## src/rtl/cart_dump_pkg.sv

```systemverilog
// Shared types and constants for the cartridge dump controller slice.
package cart_dump_pkg;

    localparam int WORD_W             = 16;
    localparam int BYTE_W             = 8;
    localparam int DEFAULT_FIFO_DEPTH = 16;
    localparam int DEFAULT_ARM_CYCLES = 4;

    typedef enum logic [2:0] {
        IDLE   = 3'd0,
        ARM    = 3'd1,
        LAUNCH = 3'd2,
        RUN    = 3'd3,
        DRAIN  = 3'd4,
        DONE   = 3'd5
    } state_t;

    // Select the low or high byte of a captured cartridge word.
    function automatic logic [BYTE_W-1:0] word_byte(input logic [WORD_W-1:0] w,
                                                    input logic              hi);
        return hi ? w[WORD_W-1:BYTE_W] : w[BYTE_W-1:0];
    endfunction

endpackage

```

## src/rtl/dump_byte_fifo.sv

```systemverilog
// Synchronous single-clock FIFO with flush; head entry is presented
// combinationally from the storage array and forced to zero when empty.
module dump_byte_fifo
    import cart_dump_pkg::*;
#(
    parameter int DEPTH = DEFAULT_FIFO_DEPTH,
    parameter int WIDTH = BYTE_W
) (
    input  logic                       clk,
    input  logic                       n_reset,
    input  logic                       flush,
    input  logic                       push,
    input  logic [WIDTH-1:0]           push_data,
    input  logic                       pop,
    output logic                       full,
    output logic                       empty,
    output logic [$clog2(DEPTH):0]     count,
    output logic [WIDTH-1:0]           head_data
);

    localparam int AW = $clog2(DEPTH);
    localparam logic [AW:0] FULL_CNT = (AW+1)'(DEPTH);

    logic [WIDTH-1:0] mem [DEPTH];
    logic [AW-1:0]    wr_ptr;
    logic [AW-1:0]    rd_ptr;
    logic [AW:0]      cnt;
    logic             do_push;
    logic             do_pop;

    // A pop frees a slot in the same cycle, so push into a full FIFO is legal alongside it.
    assign do_pop  = pop && (cnt != '0);
    assign do_push = push && ((cnt != FULL_CNT) || do_pop);

    assign full      = (cnt == FULL_CNT);
    assign empty     = (cnt == '0);
    assign count     = cnt;
    assign head_data = empty ? '0 : mem[rd_ptr];

    // Pointer and occupancy bookkeeping; flush discards all entries.
    always_ff @(posedge clk or negedge n_reset) begin
        if (!n_reset) begin
            wr_ptr <= '0;
            rd_ptr <= '0;
            cnt    <= '0;
        end else if (flush) begin
            wr_ptr <= '0;
            rd_ptr <= '0;
            cnt    <= '0;
        end else begin
            if (do_push) wr_ptr <= wr_ptr + AW'(1);
            if (do_pop)  rd_ptr <= rd_ptr + AW'(1);
            case ({do_push, do_pop})
                2'b10:   cnt <= cnt + (AW+1)'(1);
                2'b01:   cnt <= cnt - (AW+1)'(1);
                default: cnt <= cnt;
            endcase
        end
    end

    // Storage write; contents need no reset since occupancy gates the output.
    always_ff @(posedge clk) begin
        if (do_push && !flush) mem[wr_ptr] <= push_data;
    end

endmodule

```

## src/rtl/cart_dump_ctrl.sv

```systemverilog
// Cartridge dump sequencer: re-arms and launches the dump engine, captures
// words into a holding register, splits them low byte first into a byte FIFO
// feeding the UART transmitter, and flags words lost to backpressure.
module cart_dump_ctrl
    import cart_dump_pkg::*;
#(
    parameter int FIFO_DEPTH = DEFAULT_FIFO_DEPTH,
    parameter int ARM_CYCLES = DEFAULT_ARM_CYCLES
) (
    input  logic              clk,
    input  logic              n_reset,
    input  logic              cmd_start,
    input  logic              cmd_abort,
    output logic              eng_n_reset,
    output logic              eng_start,
    input  logic              eng_data_ready,
    input  logic              eng_done,
    input  logic [WORD_W-1:0] ad_data,
    output logic [BYTE_W-1:0] tx_data,
    output logic              tx_valid,
    input  logic              tx_ready,
    output logic              busy,
    output logic              done,
    output logic              overflow,
    output logic [23:0]       word_count
);

    localparam int ACW = $clog2(ARM_CYCLES + 1);
    localparam logic [ACW-1:0] ARM_LAST = ACW'(ARM_CYCLES - 1);

    state_t                    state;
    logic [ACW-1:0]            arm_cnt;
    logic                      abort_pend;

    logic                      hold_valid;
    logic                      hold_hi;
    logic [WORD_W-1:0]         hold_word;

    logic                      fifo_push;
    logic                      fifo_flush;
    logic                      fifo_full;
    logic                      fifo_empty;
    logic [$clog2(FIFO_DEPTH):0] fifo_count;

    logic                      active;
    logic                      start_go;
    logic                      abort_go;
    logic                      hold_free;
    logic                      word_in;
    logic                      accept;
    logic                      drop;

    assign active   = (state == ARM) || (state == LAUNCH) || (state == RUN) || (state == DRAIN);
    assign abort_go = cmd_abort && active;
    // An abort pulse coincident with start suppresses the start.
    assign start_go = cmd_start && !cmd_abort && ((state == IDLE) || (state == DONE));

    assign fifo_flush = abort_go || start_go;
    assign fifo_push  = hold_valid && !fifo_full && !abort_go;
    // The register frees itself in the cycle its high byte leaves, so a word can land then.
    assign hold_free  = !hold_valid || (fifo_push && hold_hi);
    assign word_in    = (state == RUN) && eng_data_ready && !abort_go;
    assign accept     = word_in && hold_free;
    assign drop       = word_in && !hold_free;

    assign tx_valid = !fifo_empty;

    dump_byte_fifo #(
        .DEPTH (FIFO_DEPTH),
        .WIDTH (BYTE_W)
    ) u_fifo (
        .clk       (clk),
        .n_reset   (n_reset),
        .flush     (fifo_flush),
        .push      (fifo_push),
        .push_data (word_byte(hold_word, hold_hi)),
        .pop       (tx_ready),
        .full      (fifo_full),
        .empty     (fifo_empty),
        .count     (fifo_count),
        .head_data (tx_data)
    );

    // Sequencer FSM with registered engine controls and status flags.
    always_ff @(posedge clk or negedge n_reset) begin
        if (!n_reset) begin
            state       <= IDLE;
            arm_cnt     <= '0;
            abort_pend  <= 1'b0;
            eng_n_reset <= 1'b1;
            eng_start   <= 1'b0;
            busy        <= 1'b0;
            done        <= 1'b0;
        end else if (abort_go) begin
            state       <= ARM;
            arm_cnt     <= '0;
            abort_pend  <= 1'b1;
            eng_n_reset <= 1'b0;
            eng_start   <= 1'b0;
            busy        <= 1'b1;
            done        <= 1'b0;
        end else begin
            case (state)
                IDLE, DONE: begin
                    if (start_go) begin
                        state       <= ARM;
                        arm_cnt     <= '0;
                        abort_pend  <= 1'b0;
                        eng_n_reset <= 1'b0;
                        busy        <= 1'b1;
                        done        <= 1'b0;
                    end
                end
                ARM: begin
                    if (arm_cnt == ARM_LAST) begin
                        arm_cnt     <= '0;
                        eng_n_reset <= 1'b1;
                        if (abort_pend) begin
                            state      <= IDLE;
                            abort_pend <= 1'b0;
                            busy       <= 1'b0;
                        end else begin
                            state     <= LAUNCH;
                            eng_start <= 1'b1;
                        end
                    end else begin
                        arm_cnt <= arm_cnt + ACW'(1);
                    end
                end
                LAUNCH: begin
                    eng_start <= 1'b0;
                    state     <= RUN;
                end
                RUN: begin
                    if (eng_done) state <= DRAIN;
                end
                DRAIN: begin
                    if (!hold_valid && (fifo_count == '0)) begin
                        state <= DONE;
                        busy  <= 1'b0;
                        done  <= 1'b1;
                    end
                end
                default: begin
                    state       <= IDLE;
                    eng_n_reset <= 1'b1;
                    eng_start   <= 1'b0;
                    busy        <= 1'b0;
                    done        <= 1'b0;
                end
            endcase
        end
    end

    // Holding register: capture a word, then emit low byte then high byte.
    always_ff @(posedge clk or negedge n_reset) begin
        if (!n_reset) begin
            hold_valid <= 1'b0;
            hold_hi    <= 1'b0;
            hold_word  <= '0;
        end else if (fifo_flush) begin
            hold_valid <= 1'b0;
            hold_hi    <= 1'b0;
        end else if (accept) begin
            hold_valid <= 1'b1;
            hold_hi    <= 1'b0;
            hold_word  <= ad_data;
        end else if (fifo_push) begin
            if (hold_hi) begin
                hold_valid <= 1'b0;
                hold_hi    <= 1'b0;
            end else begin
                hold_hi <= 1'b1;
            end
        end
    end

    // Progress counter (saturating) and sticky data-loss flag, cleared on start.
    always_ff @(posedge clk or negedge n_reset) begin
        if (!n_reset) begin
            word_count <= '0;
            overflow   <= 1'b0;
        end else if (start_go) begin
            word_count <= '0;
            overflow   <= 1'b0;
        end else begin
            if (accept && (word_count != '1)) word_count <= word_count + 24'd1;
            if (drop) overflow <= 1'b1;
        end
    end

endmodule

```

## config.mk

```make
export PLATFORM = sky130hd
export DESIGN_NAME = cart_dump_ctrl
export DESIGN_NICKNAME = d
export VERILOG_FILES = /design/src/rtl/cart_dump_pkg.sv /design/src/rtl/dump_byte_fifo.sv /design/src/rtl/cart_dump_ctrl.sv
export SDC_FILE = /design/constraint.sdc
export NUM_CORES = 1
export LEC_CHECK = 0
export BUFFER_PORTS_ARGS = -buffer_cell sky130_fd_sc_hd__buf_4
export CAP_MARGIN = 20
export CORE_MARGIN = 5
export CORE_UTILIZATION = 54
export CTS_BUF_LIST = sky130_fd_sc_hd__clkbuf_16
export DETAILED_ROUTE_END_ITERATION = 16
export PLACE_DENSITY = 0.84
export SLEW_MARGIN = 25
export SYNTH_ARGS = -nofsm -noshare
export SYNTH_HDL_FRONTEND = slang
export SYNTH_HIERARCHICAL = 1
export SYNTH_SLANG_ARGS = --single-unit
export TNS_END_PERCENT = 100
```

## constraint.sdc

```tcl
create_clock -name clk -period 3.5 [get_ports clk]
set_clock_uncertainty 0.2 [all_clocks]
set_input_delay 0.175 -clock clk [delete_from_list [all_inputs] [get_ports clk]]
set_output_delay 0.175 -clock clk [all_outputs]
set_load 0.01 [all_outputs]
```

After elaboration in Yosys (flattened, before gate mapping) --
Memories as Yosys holds them, arrays and structs flattened. Index checks and enable logic that the tools add are counted.
Operators by class: add/subtract/negate cells 6, eq/ne operators 21, muxes and demuxes 53, bitwise operators 1, reduce and logical (&&, ||, !) cells 54
Operators by type and width (number):
- $mux W24 | 2
- $mux W1 | 27
- $add A24 B1 Y24 const B | 1
- $mux W3 | 8
- $ne A24 B24 Y1 const B | 1
- $mux W4 | 4
- $mux W8 | 2
- $logic_and A1 B1 Y1 | 15
- $pmux W3 S5 | 1
- $ne A3 B3 Y1 const B | 4
- $reduce_and A3 Y1 | 4
- $reduce_bool A3 Y1 | 4
- $pmux W5 S2 | 1
- $eq A3 B2 Y1 const B | 3
- $add A4 B1 Y4 const B | 2
- $ne A2 B1 Y1 const B | 4
- $reduce_bool A2 Y1 | 4
- $logic_not A1 Y1 | 7
- $logic_or A1 B1 Y1 | 7
- $eq A3 B3 Y1 const B | 2
- $ne A3 B2 Y1 const B | 2
- $pmux W1 S3 | 2
- $pmux W3 S2 | 1
- $reduce_and A2 Y1 | 3
- 21 further kinds | 24
Word-level totals: flip-flop bits (word level) 67, RAM bits 128, bits of input ports 23, output and inout port bits 38, word-level logic and storage cells 151, memories 1
Memories:
- u_fifo.mem | words 16, width 8, rd ports 1, clocked after Yosys merged registers in 0, wr ports 1, RTL line dump_byte_fifo.sv:24 | logic [WIDTH-1:0] mem [DEPTH];

Depth between registers and ports, before layout --
Gate-level depths: netlist (run 1).
depth in word-level cells 13, gate-level depth with buffers 13, gate-level depth less buffers 12

Hierarchy --
The synthesis (run 1) kept the hierarchy.
Modules (own cells, without submodules):
- dump_byte_fifo | instances 1, cells each 324, area an instance 5904.4 um^2, seq. area each 4169.0 um^2
- cart_dump_ctrl | instances 1, cells each 315, area an instance 2867.8 um^2, seq. area each 1352.5 um^2

Least setup slack after synthesis (run 1) --
No wires, ideal clock.
kind register to register, start register state[2], end register u_fifo.cnt[4], in the netlist u_fifo/count[4], arrival 3090 ps, data required time 3218 ps, slack 128 ps, cell stages (with the launch flop) 13, clock period less this slack 3372 ps, cell sequence dfrtp_1 -> clkbuf_1 -> o21ba_2 -> o21ai_0 -> nor2b_1 -> nand2b_1 -> a21o_1 -> inv_1 -> ha_1 -> nand2b_1 -> a2111o_1 -> o22a_1 -> a31oi_1
Between the ends: cells in the longest elaborated chain, start to end 11, elaborated cells between the ends (all ways) 21, those cells by class eq/ne (7); mux (2); reduce/logical (12)
Ends and longest elaborated chain:
- start, declared | RTL line cart_dump_ctrl.sv:31 | state_t state;
- start signal, assigned | RTL line cart_dump_ctrl.sv:87 | state <= IDLE;
- start signal, assigned | RTL line cart_dump_ctrl.sv:95 | state <= ARM;
- start signal, assigned | RTL line cart_dump_ctrl.sv:106 | state <= ARM;
- $eq A3 B1 Y1 / $eq A3 B2 Y1 (equally long branches) | RTL line cart_dump_ctrl.sv:53 | assign active = (state == ARM) || (state == LAUNCH) || (state == RUN) || (state == DRAIN);
- $logic_or A1 B1 Y1 (2 in series) | RTL line cart_dump_ctrl.sv:53
- $logic_or A1 B1 Y1 (*) | RTL line cart_dump_ctrl.sv:53
- $logic_and A1 B1 Y1 (*) | RTL line cart_dump_ctrl.sv:54 | assign abort_go = cmd_abort && active;
- $logic_not A1 Y1 (*) | RTL line cart_dump_ctrl.sv:59 | assign fifo_push = hold_valid && !fifo_full && !abort_go;
- $logic_and A1 B1 Y1 (*) | RTL line cart_dump_ctrl.sv:59
- via fifo_push | RTL line cart_dump_ctrl.sv:39 | logic fifo_push;
- $logic_and A1 B1 Y1 (*) | RTL line dump_byte_fifo.sv:33 | assign do_push = push && ((cnt != FULL_CNT) || do_pop);
- $eq A2 B1 Y1 / $eq A2 B2 Y1 (equally long branches) | RTL line dump_byte_fifo.sv:53 | case ({do_push, do_pop})
- $pmux W5 S2 | RTL line dump_byte_fifo.sv:53
- $mux W5 | RTL line dump_byte_fifo.sv:46 | end else if (flush) begin
- end signal, assigned | RTL line dump_byte_fifo.sv:54 | 2'b10: cnt <= cnt + (AW+1)'(1);
- end signal, assigned | RTL line dump_byte_fifo.sv:55 | 2'b01: cnt <= cnt - (AW+1)'(1);
- end signal, assigned | RTL line dump_byte_fifo.sv:56 | default: cnt <= cnt;
- end, declared | RTL line dump_byte_fifo.sv:27 | logic [AW:0] cnt;
Mark *: on every way through the listed nets, which the timed path passes. The rest lies on a longest branch. A chain may end at the register's enable or synchronous reset.

Worst setup path in the final report (run 1) --
start register u_fifo.cnt[3], in the netlist u_fifo/count[3], end register u_fifo.cnt[4], in the netlist u_fifo/count[4]
Between the ends: cells in the longest elaborated chain, start to end 8, elaborated cells between the ends (all ways) 16, those cells by class add/sub (2); eq/ne (4); mux (2); reduce/logical (8)
Ends and longest elaborated chain:
- $eq A5 B5 Y1 (*) | RTL line dump_byte_fifo.sv:35 | assign full = (cnt == FULL_CNT);
- via fifo_full | RTL line cart_dump_ctrl.sv:41 | logic fifo_full;
- $logic_not A1 Y1 (*) | RTL line cart_dump_ctrl.sv:59
- $logic_and A1 B1 Y1 (*) (2 in series) | RTL line cart_dump_ctrl.sv:59
- via fifo_push | RTL line cart_dump_ctrl.sv:39
- $logic_and A1 B1 Y1 (*) | RTL line dump_byte_fifo.sv:33
- $eq A2 B1 Y1 / $eq A2 B2 Y1 (equally long branches) | RTL line dump_byte_fifo.sv:53
- $pmux W5 S2 | RTL line dump_byte_fifo.sv:53
- $mux W5 | RTL line dump_byte_fifo.sv:46
Marks and branches as above.

==> results.yml, run 1 <==
synthesis:
  synth_warnings: 6
  syn_nets: 673
  postSynthAreaPerCell_um2: 13.7
  async_flop_share: 0.344
  synth.distinct_cells: 63
  yosysSeqAreaShare: 0.629
  synth-edff-count: 128
  netlist_area_um2: 8770
  synth_cells: 639
  ys.flop_type: "edfxtp_1"
  yosys_register_bits: 195
clock_network:
  clock_tree.root_cell: "clkbuf_16"
  clk_pin_slew_ns: 0.07
  htree_num_levels: 4
  cts_tree: "built"
  clkLatencyLatePin_ns: 0.43
  cts_resized: 0
  cts_sinks: 195
  cts_buffers: 17
  cts_max_path_buffers: 2
worst_setup_path:
  worstSetupPathType: "reg -> reg"
  slowest_stage: "or4_1"
  critPathArrivalTime_ns: 3.50
  critPathMaxStageDelay_ns: 0.53
  start_kind: "flop"
  r2r_slack_ns: 0.15
  ff2ff_path_depth: 11
  cp_top_family: "simple AND/OR/NAND/NOR gates"
  path_cells: "or4_1 > nor2_1 > nand2b_1 > nor2b_1 > nand2b_1 > a21o_1 > fa_1 > nand2b_1 > a2111o_1 > o22a_1 > a31oi_1"
  critPathBufInv: 0
  cp-end-kind: "flop"
  crit_top_cell: "nand2b_1"
  critPathRequiredTime_ns: 3.65
  cp_max_fo: 5
  reg2reg_to: "u_fifo/count[4]"
  rr_startpoint: "u_fifo/count[3]"
cells_and_area:
  nNetsFinal: 775
  n_antenna_cell: 0
  nFillCells: 1093
  layout-drive-gt1-share: 0.232
  area_growth_pct: 19.0
  final_cells: 970
  final_common_cell: "edfxtp_1"
  final_cell_mix: "128 x edfxtp_1, 93 x buf_4, 70 x nand2_1"
route:
  routed_wl_um: 19000
  route.antenna.remaining_nets: 0
  drcViolationCount: 0
  vias_per_cell: 5.89
  wl_per_cell_um: 19.6
  num_vias: 5712
  drtIter0Drc: 476
  firstDrtPassIters: 6
pwr:
  p_per_area_nw_per_um2: 701
  max-vdd-ir-drop_mv: 0.413
  leakagePower_uw: 0.00398
hold_path:
  hold_path_startpoint: "eng_data_ready"
  hold_path_depth: 5
  whs_endpoint: "overflow"
  hold_path.class: "in -> reg"
global_routing:
  grt_use_total: 0.213
  antenna_found_initial: 0
  grt_max_degree: 68
  overflow: 0
  grt_pass1_wl_um: 30700
  grt_pass1_vias: 5820
die:
  io_pins: 61
  die_h_um: 137
  rows: 46
  die_area_um2: 18900
  core_um2: 15900
  start_util: 0.552
  fp.dieW_um: 137
sta:
  max_slew_margin: 0.435
  period_needed_ns: 3.35
  timing_worst_slew_pin_value_ns: 0.848
  hold_viol: 0
  max_freq_mhz: 299
  slew_violations: 0
  period_share: 0.956
  finalSetupTns_ns: 0
  rsz0062_at_grt: "no"
  setup_viol: 0
place:
  port_buffers: 60
  place_congestion: 0.944
  placedCellCount: 914
  dp_hpwl_um: 12500
flow_run:
  maxCapViolations: 0
status:
  outcome: "finished, final reports clean"
## report_power, final
group	internal [uW]	switching, uW	total (uW)
registers	2940	198	3140
clock network	1130	855	1980
logic	909	1280	2190
total	4980	2340	7320
## cells by family after synthesis
| logic type | after synthesis | synth area share |
|---|---|---|
| flops | 195 | 0.629 |
| fa+ha+maj | 12 | 0.0177 |
| xor+xnor | 16 | 0.0160 |
| compound gates | 100 | 0.0826 |
| buf+inv | 50 | 0.0245 |
| simple gates | 214 | 0.123 |
| mux | 52 | 0.107 |
## cells in the mapped netlist, types with 7 or more instances
cell type,instances,area share
edfxtp_1,128,0.44
nand2_1,70,0.030
dfrtp_1,66,0.19
nor2_1,47,0.020
mux4_2,32,0.082
a211oi_1,18,0.015
a21oi_1,18,0.010
clkbuf_1,18,0.0077
o21ai_0,18,0.010
nor2b_1,17,0.012
inv_1,16,0.0068
nand3_1,14,0.0080
buf_2,13,0.0074
mux2i_1,11,0.013
ha_1,10,0.014
o211ai_1,10,0.0086
or3_1,10,0.0071
xor2_1,10,0.010
nand4_1,9,0.0064
mux2_2,8,0.010
and3_1,7,0.0050
nand2b_1,7,0.0050
## sequential cells by signal, summed over array words and instances, names as in the netlist
| register | flops |
|---|---|
| u_fifo/mem | 128 |
| eng_start | 1 |
| busy | 1 |
| u_fifo/wr_ptr | 4 |
| hold_word | 16 |
| hold_valid | 1 |
| hold_hi | 1 |
| abort_pend | 1 |
| eng_n_reset | 1 |
| arm_cnt | 3 |
| overflow | 1 |
| state | 3 |
| u_fifo/rd_ptr | 4 |
| done | 1 |
| u_fifo/count | 5 |
| word_count | 24 |
## through the flow
step	utilization	worst slack, ns	area (um^2)	power, uW	hold slack (ns)
detailed placement	0.604	0.188	9590	5340	0.132
CTS	0.657	0.171	10400	7350	0.0488
floorplan	-	0.128	8770	4590	-0.321
finish	0.657	0.154	10400	7320	0.0582
global placement	0.604	0.319	9590	5200	0.118
global route	0.657	0.0323	10400	7690	0.0887
## tightest hold or removal path: cells and delay by family
kind / cells / cell delay, ns
AND/OR/NAND/NOR: 3 / 0.20
AO/OA/AOI/OAI: 1 / 0.16
buffers and inverters: 1 / 0.12
## final cells by class
cell class | instances | area, um^2 | share of cell area
Sequential cell | 195 | 5520 | 0.529
Inverter | 16 | 60.1 | 0.00576
Multi-Input combinational cell | 394 | 3040 | 0.291
Clock buffer | 17 | 425 | 0.0408
Clock inverter | 15 | 179 | 0.0171
Timing Repair Buffer | 117 | 938 | 0.0899
Tap cell | 216 | 270 | 0.0259
## metal layers
layer / global-route usage / wire, um / vias to the layer above
met1: 0.279 / 7710 / 2889
li1: - / - / 2609
met3: 0.0416 / 951 / 26
met5: 0 / 0 / -
met2: 0.361 / 10000 / 188
met4: 0.0687 / 311 / 0
## worst max-delay path by stage
stage	slack, ns	end	cells after the start	startpoint
after floorplan	0.13	u_fifo/count[4]	12	state[2]
after global placement	0.32	u_fifo/count[4]	11	u_fifo/count[3]
after detailed placement	0.19	u_fifo/count[4]	11	u_fifo/count[3]
after CTS	0.17	u_fifo/count[4]	11	u_fifo/count[3]
after global routing	0.03	u_fifo/count[4]	11	u_fifo/count[3]
final	0.15	u_fifo/count[4]	11	u_fifo/count[3]
## timing repair
| item | in CTS | in global routing |
|---|---|---|
| hold buffers | 24 | 0 |
| endpoints found under the hold margin | 90 | 0 |
| buffers inserted | 0 | 0 |
| endpoints found under the setup margin | 0 | 0 |
Power figures use the tool's default switching activity.
==> inputs of run 2 (changes only) <==
--- a/config.mk
+++ b/config.mk
@@ -9,12 +9,11 @@
 export CAP_MARGIN = 20
 export CORE_MARGIN = 5
-export CORE_UTILIZATION = 54
+export CORE_UTILIZATION = 55
 export CTS_BUF_LIST = sky130_fd_sc_hd__clkbuf_16
 export DETAILED_ROUTE_END_ITERATION = 16
-export PLACE_DENSITY = 0.84
+export PLACE_DENSITY = 0.85
 export SLEW_MARGIN = 25
 export SYNTH_ARGS = -nofsm -noshare
 export SYNTH_HDL_FRONTEND = slang
-export SYNTH_HIERARCHICAL = 1
 export SYNTH_SLANG_ARGS = --single-unit
 export TNS_END_PERCENT = 100
==> constraint.sdc (replaced) <==
create_clock -name clk -period 3.5 [get_ports clk]
set_clock_uncertainty 0.2 [all_clocks]
set_input_delay 0.175 -clock clk [delete_from_list [all_inputs] [get_ports clk]]
set_output_delay 0.175 -clock clk [all_outputs]
set_load 0.02 [all_outputs]
==> run 2 against run 1 <==
  * Total power increased by 8.5%
  * Wire length increased by 14%
  * Final area increased by 0.26%
  * First-iteration DRC count rose by 62%
  * Highest routed layer unchanged
==> results.yml, run 2 <==
sta:
  setup_viol: 0
  max_slew_margin: 0.352
  period_share: 0.889
  period_needed_ns: 3.11
  max_freq_mhz: 321
  rsz0062_at_grt: "no"
  layout_setup_ws_ns: 0.389
  timing_worst_slew_pin_value_ns: 0.968
  hold_viol: 0
  finalSetupTns_ns: 0
  slew_violations: 0
synthesis:
  synth_most_common_cell: "edfxtp_1"
  synth_cells: 689
  synth-edff-count: 128
  postSynthAreaPerCell_um2: 12.9
  synth_area_leaders: "edfxtp_1 43%, dfrtp_1 19%, mux2i_1 4.4%"
  async_flop_share: 0.344
  ys.flop_type: "edfxtp_1"
  synth_top_area_cell: "edfxtp_1"
  yosys_register_bits: 195
  yosysSeqAreaShare: 0.619
  syn_nets: 721
  synthDominantCellAreaShare: 0.431
  synth_common_cells: "128 x edfxtp_1, 83 x nand2_1, 66 x dfrtp_1, 40 x a21oi_1, 39 x mux2i_1"
  synth.distinct_cells: 68
  synth_warnings: 0
  netlist_area_um2: 8920
global_routing:
  grt_pass1_vias: 6392
  grt_use_total: 0.244
  antenna_found_initial: 0
  overflow: 0
  grt_max_degree: 68
  grt_pass1_wl_um: 34800
clock_network:
  cts_buffers: 17
  clock_tree.root_cell: "clkbuf_16"
  cts_tree: "built"
  ctsHoldBuffers: 22
  cts_max_path_buffers: 2
  clk_pin_slew_ns: 0.07
  cts_sinks: 195
  htree_num_levels: 4
  post_cts_buffers: 0
  clkLatencyLatePin_ns: 0.44
  cts_resized: 0
place:
  place_congestion: 0.883
  dp_hpwl_um: 14000
  port_buffers: 60
  dp_slack_ns: 0.444
worst_setup_path:
  critPathRequiredTime_ns: 3.36
  reg2reg_to: "u_fifo.mem[7][4]"
  path_cells: "or2_2 > a211oi_4 > nand2_1 > or4b_1 > nor2_1"
  slowest_stage: "or4b_1"
  worstSetupPathType: "reg -> reg"
  cp_top_family: "simple AND/OR/NAND/NOR gates"
  critPathMaxStageDelay_ns: 0.60
  cp-end-kind: "flop"
  rr_startpoint: "state[0]"
  r2r_slack_ns: 0.39
  critPathBufInv: 0
  start_kind: "flop"
  critPathArrivalTime_ns: 2.97
  ff2ff_path_depth: 5
  cp_max_fo: 12
route:
  firstDrtPassIters: 5
  drtIter0Drc: 769
  drcViolationCount: 0
  wl_per_cell_um: 21.9
  routed_wl_um: 21700
  route.antenna.remaining_nets: 0
  num_vias: 6291
  vias_per_cell: 6.35
cells_and_area:
  layout-drive-gt1-share: 0.190
  area_growth_pct: 17.3
  final_common_cell: "edfxtp_1"
  reg_top3: "u_fifo.mem: 128 flops, word_count: 24 flops, hold_word: 16 flops"
  final_cell_mix: "128 x edfxtp_1, 83 x nand2_1, 72 x buf_4"
  regMostFlops: "u_fifo.mem"
  largest_reg_flops: 128
  nNetsFinal: 794
  n_antenna_cell: 0
hold_path:
  hold_path_depth: 5
  hold_path.class: "in -> reg"
  hold_path_startpoint: "cmd_start"
  whs_endpoint: "done"
die:
  rows: 46
  io_pins: 61
  die_h_um: 137
  start_util: 0.561
  die_area_um2: 18900
  fp.dieW_um: 137
  core_um2: 15900
pwr:
  leakagePower_uw: 0.00398
  max-vdd-ir-drop_mv: 0.521
  p_per_area_nw_per_um2: 759
status:
  outcome: "finished, final reports clean"
flow_run:
  maxCapViolations: 0
[run 2: changes by cell type in the layout (fill, tap and decap cells not counted), moves of 15 or more]
cell      before  now
nor2_1        47   21
a21oi_1       18   40
mux2i_1       11   39
buf_4         93   72
mux4_2        32   16
o31ai_1        3   18
a211oi_1      18    1
[run 2: how the worst max path moves through the flow]
stage                     start               end  slack, ns  depth (start not counted)
2_1_floorplan   u_fifo.count[2]   u_fifo.count[4]       0.51                         12
3_3_place_gp           state[0]   u_fifo.count[4]       0.54                         11
3_5_place_dp           state[0]  u_fifo.mem[7][5]       0.44                          5
4_1_cts        u_fifo.rd_ptr[0]        tx_data[2]       0.39                          7
5_1_grt                state[0]   u_fifo.count[4]       0.24                         11
6_report               state[0]  u_fifo.mem[7][4]       0.39                          5
[run 2: tightest hold or removal path: stages]
cell     delay (ns)
buf_4          0.09
nor2b_1        0.17
o21ai_0        0.12
nand3_1        0.11
a21oi_1        0.07
[run 2: power breakdown]
part | internal, uW | leakage, uW | switching [uW]
Clock | 1350 | 0.000325 | 863
Combinational | 924 | 0.00159 | 1580
Sequential | 2970 | 0.00207 | 256
[run 2: cell families (layout without fill, tap and decap cells)]
kind of cell | Yosys count | in the layout | share of synthesized area
fa+ha+maj | 9 | 9 | 0.0126
xor+xnor | 10 | 10 | 0.00982
flops | 195 | 195 | 0.619
simple gates | 212 | 212 | 0.124
buf+inv | 60 | 146 | 0.0304
mux | 65 | 65 | 0.0968
compound gates | 138 | 138 | 0.107
[run 2: layout make-up]
type / instances / area (um^2)
Clock buffer: 17 / 425
Multi-Input combinational cell: 434 / 3140
Clock inverter: 15 / 250
Sequential cell: 195 / 5520
Fill cell: 1090 / 5420
Tap cell: 216 / 270
Inverter: 19 / 71.3
Timing Repair Buffer: 95 / 781
[run 2: per-layer routing]
metal,share of wire,global-route usage,routed length (um),up-vias
met5,0,0,0,-
met4,0.022,0.0776,483,0
met3,0.072,0.0460,1570,46
met2,0.53,0.428,11500,372
met1,0.38,0.307,8200,3083
li1,-,-,-,2790
[run 2: per-stage QoR]
stage | hold slack (ns) | cell area, um^2 | instances | total power [uW] | util
6_report | 0.148 | 10500 | 991 | 7940 | 0.659
5_1_grt | 0.172 | 10500 | 991 | 8290 | 0.659
3_5_place_dp | 0.139 | 9570 | 937 | 5670 | 0.602
4_1_cts | 0.115 | 10500 | 991 | 7910 | 0.659
3_3_place_gp | 0.119 | 9560 | 936 | 5540 | 0.602
2_1_floorplan | -0.321 | 8920 | 689 | 4850 | -
==> inputs of run 3 (changes only) <==
- CORE_MARGIN: 5 -> default
==> run 3 against run 2 <==
  * Sequential share of layout area rose by 0.67 points
  * Global-route usage rose by 3.3 points
  * Wire length fell by 1.9%
  * Clock power fell by 18%
  * Via count fell by 1.1%
  * Die area fell by 11%
  * First-iteration DRC count fell by 21%
  * Non-clock buffer count rose by 1
  * Hold slack got worse by 0.059 ns
  * Final cell count rose by 0.10%
  * Critical path type unchanged
  * Largest cell class unchanged
  * Largest power group unchanged
==> results.yml, run 3 (synthesis results as in run 2) <==
status:
  outcome: "finished, final reports clean"
worst_setup_path:
  start_kind: "flop"
  worstSetupPathType: "reg -> reg"
  r2r_slack_ns: 0.31
  reg2reg_to: "u_fifo.mem[12][4]"
  rr_startpoint: "state[0]"
  ff2ff_path_depth: 5
  cp-end-kind: "flop"
  critPathArrivalTime_ns: 3.09
  critPathRequiredTime_ns: 3.40
  cp_max_fo: 12
sta:
  rsz0062_at_grt: "no"
  period_share: 0.912
  period_needed_ns: 3.19
  timing_worst_slew_pin_value_ns: 0.914
  slew_violations: 0
  hold_viol: 0
  finalSetupTns_ns: 0
  hold_slack_ns: 0.0895
  setup_viol: 0
  max_freq_mhz: 313
  max_slew_margin: 0.388
clock_network:
  htree_num_levels: 4
  clock_tree.root_cell: "clkbuf_16"
  clkLatencyLatePin_ns: 0.44
  cts_sinks: 195
  cts_tree: "built"
  cts_buffers: 17
  cts_resized: 0
  cts_max_path_buffers: 2
  post_cts_buffers: 0
  clk_pin_slew_ns: 0.07
cells_and_area:
  reg_top3: "u_fifo.mem: 128 flops, word_count: 24 flops, hold_word: 16 flops"
  regMostFlops: "u_fifo.mem"
  nNetsFinal: 795
  layout-drive-gt1-share: 0.193
  nFillCells: 1130
  largest_reg_flops: 128
  final_util: 0.653
  final_common_cell: "edfxtp_1"
  n_antenna_cell: 0
  area_growth_pct: 15.9
  final_cell_mix: "128 x edfxtp_1, 83 x nand2_1, 74 x buf_4"
global_routing:
  overflow: 0
  grt_pass1_vias: 6214
  grt_pass1_wl_um: 33700
  antenna_found_initial: 0
  grt_use_total: 0.277
  grt_max_degree: 68
die:
  fp.dieW_um: 129
  rows: 46
  start_util: 0.563
  core_um2: 15800
  die_h_um: 129
  die_area_um2: 16700
  io_pins: 61
route:
  route.antenna.remaining_nets: 0
  routed_wl_um: 21300
  drcViolationCount: 0
  firstDrtPassIters: 5
  num_vias: 6224
  drtIter0Drc: 609
  wl_per_cell_um: 21.5
  vias_per_cell: 6.27
hold_path:
  hold_path_startpoint: "cmd_start"
  hold_path.class: "in -> reg"
  hold_path_depth: 5
  whs_endpoint: "done"
place:
  dp_hpwl_um: 13600
  place_congestion: 0.880
  port_buffers: 60
pwr:
  internal_power_uw: 4810
  p_per_area_nw_per_um2: 728
  p_seq_frac: 0.432
  p_clk_frac: 0.242
  p_sw_frac: 0.361
  max-vdd-ir-drop_mv: 0.444
  switching_power_uw: 2710
  leakagePower_uw: 0.00393
  comb_power_share: 0.326
flow_run:
  maxCapViolations: 0
## run 3: cell count changes in the layout (fill, tap and decap cells not counted), sizes merged
| cell | previous run | this run |
|---|---|---|
| bufinv | 6 | 0 |
| inv | 23 | 26 |
| clkinvlp | 1 | 3 |
| buf | 73 | 74 |
| clkinv | 4 | 5 |
## run 3: area by class of cell
cell class | instances | area, um^2 | share of cell area
clock buffer | 17 | 425 | 0.0412
clock inverter | 15 | 124 | 0.0120
inverter | 19 | 71.3 | 0.00690
multi-input combinational | 434 | 3140 | 0.304
sequential | 195 | 5520 | 0.535
tap | 216 | 270 | 0.0262
timing repair buffer | 96 | 776 | 0.0751
## run 3: power by group through the flow
stage	Combinational, uW	Clock [uW]	Sequential (uW)
after global placement	2300	0	3250
after CTS	2420	1830	3240
final	2450	1820	3250
after floorplan	1700	0	3150
after detailed placement	2370	0	3280
after global routing	2640	1920	3280
## run 3: worst max-delay path, cell delays in order (launching register included)
cell and delay (ns):
dfrtp_1 0.51, or2_2 0.39, a211oi_4 0.38, nand2_1 0.28
nor4bb_1 0.64, and2_1 0.45
## run 3: layer usage
layer | GRT usage | part of all wire | vias to the layer above
met1 | 0.337 | 0.39 | 3138
met5 | 0 | 0 | -
met3 | 0.0549 | 0.058 | 50
met2 | 0.482 | 0.52 | 264
li1 | - | - | 2772
met4 | 0.121 | 0.031 | 0
## run 3: worst max path at each step
stage                           startpoint                 to  slack [ns]  cells past startpoint
after floorplan            u_fifo.count[2]    u_fifo.count[4]        0.51                     12
final                             state[0]  u_fifo.mem[12][4]        0.31                      5
after detailed placement          state[0]  u_fifo.mem[12][5]        0.35                      5
after global routing              state[0]  u_fifo.mem[12][4]        0.10                      5
after global placement            state[0]  u_fifo.mem[15][5]        0.55                      5
after CTS                 u_fifo.rd_ptr[0]         tx_data[5]        0.31                      7
## run 3: through the flow
| step | setup slack (ns) | cell area, um^2 | std cells | power (uW) |
|---|---|---|---|---|
| 4_1_cts | 0.308 | 10300 | 992 | 7490 |
| 6_report | 0.308 | 10300 | 992 | 7520 |
| 3_5_place_dp | 0.355 | 9560 | 938 | 5650 |
| 3_3_place_gp | 0.545 | 9560 | 938 | 5550 |
| 2_1_floorplan | 0.510 | 8920 | 689 | 4850 |
| 5_1_grt | 0.101 | 10300 | 992 | 7840 |
## run 3: repair_timing
item                       4_1_cts  5_1_grt
hold endpoints to repair        89        0
hold buffers                    22        0
setup endpoints to repair        0        0
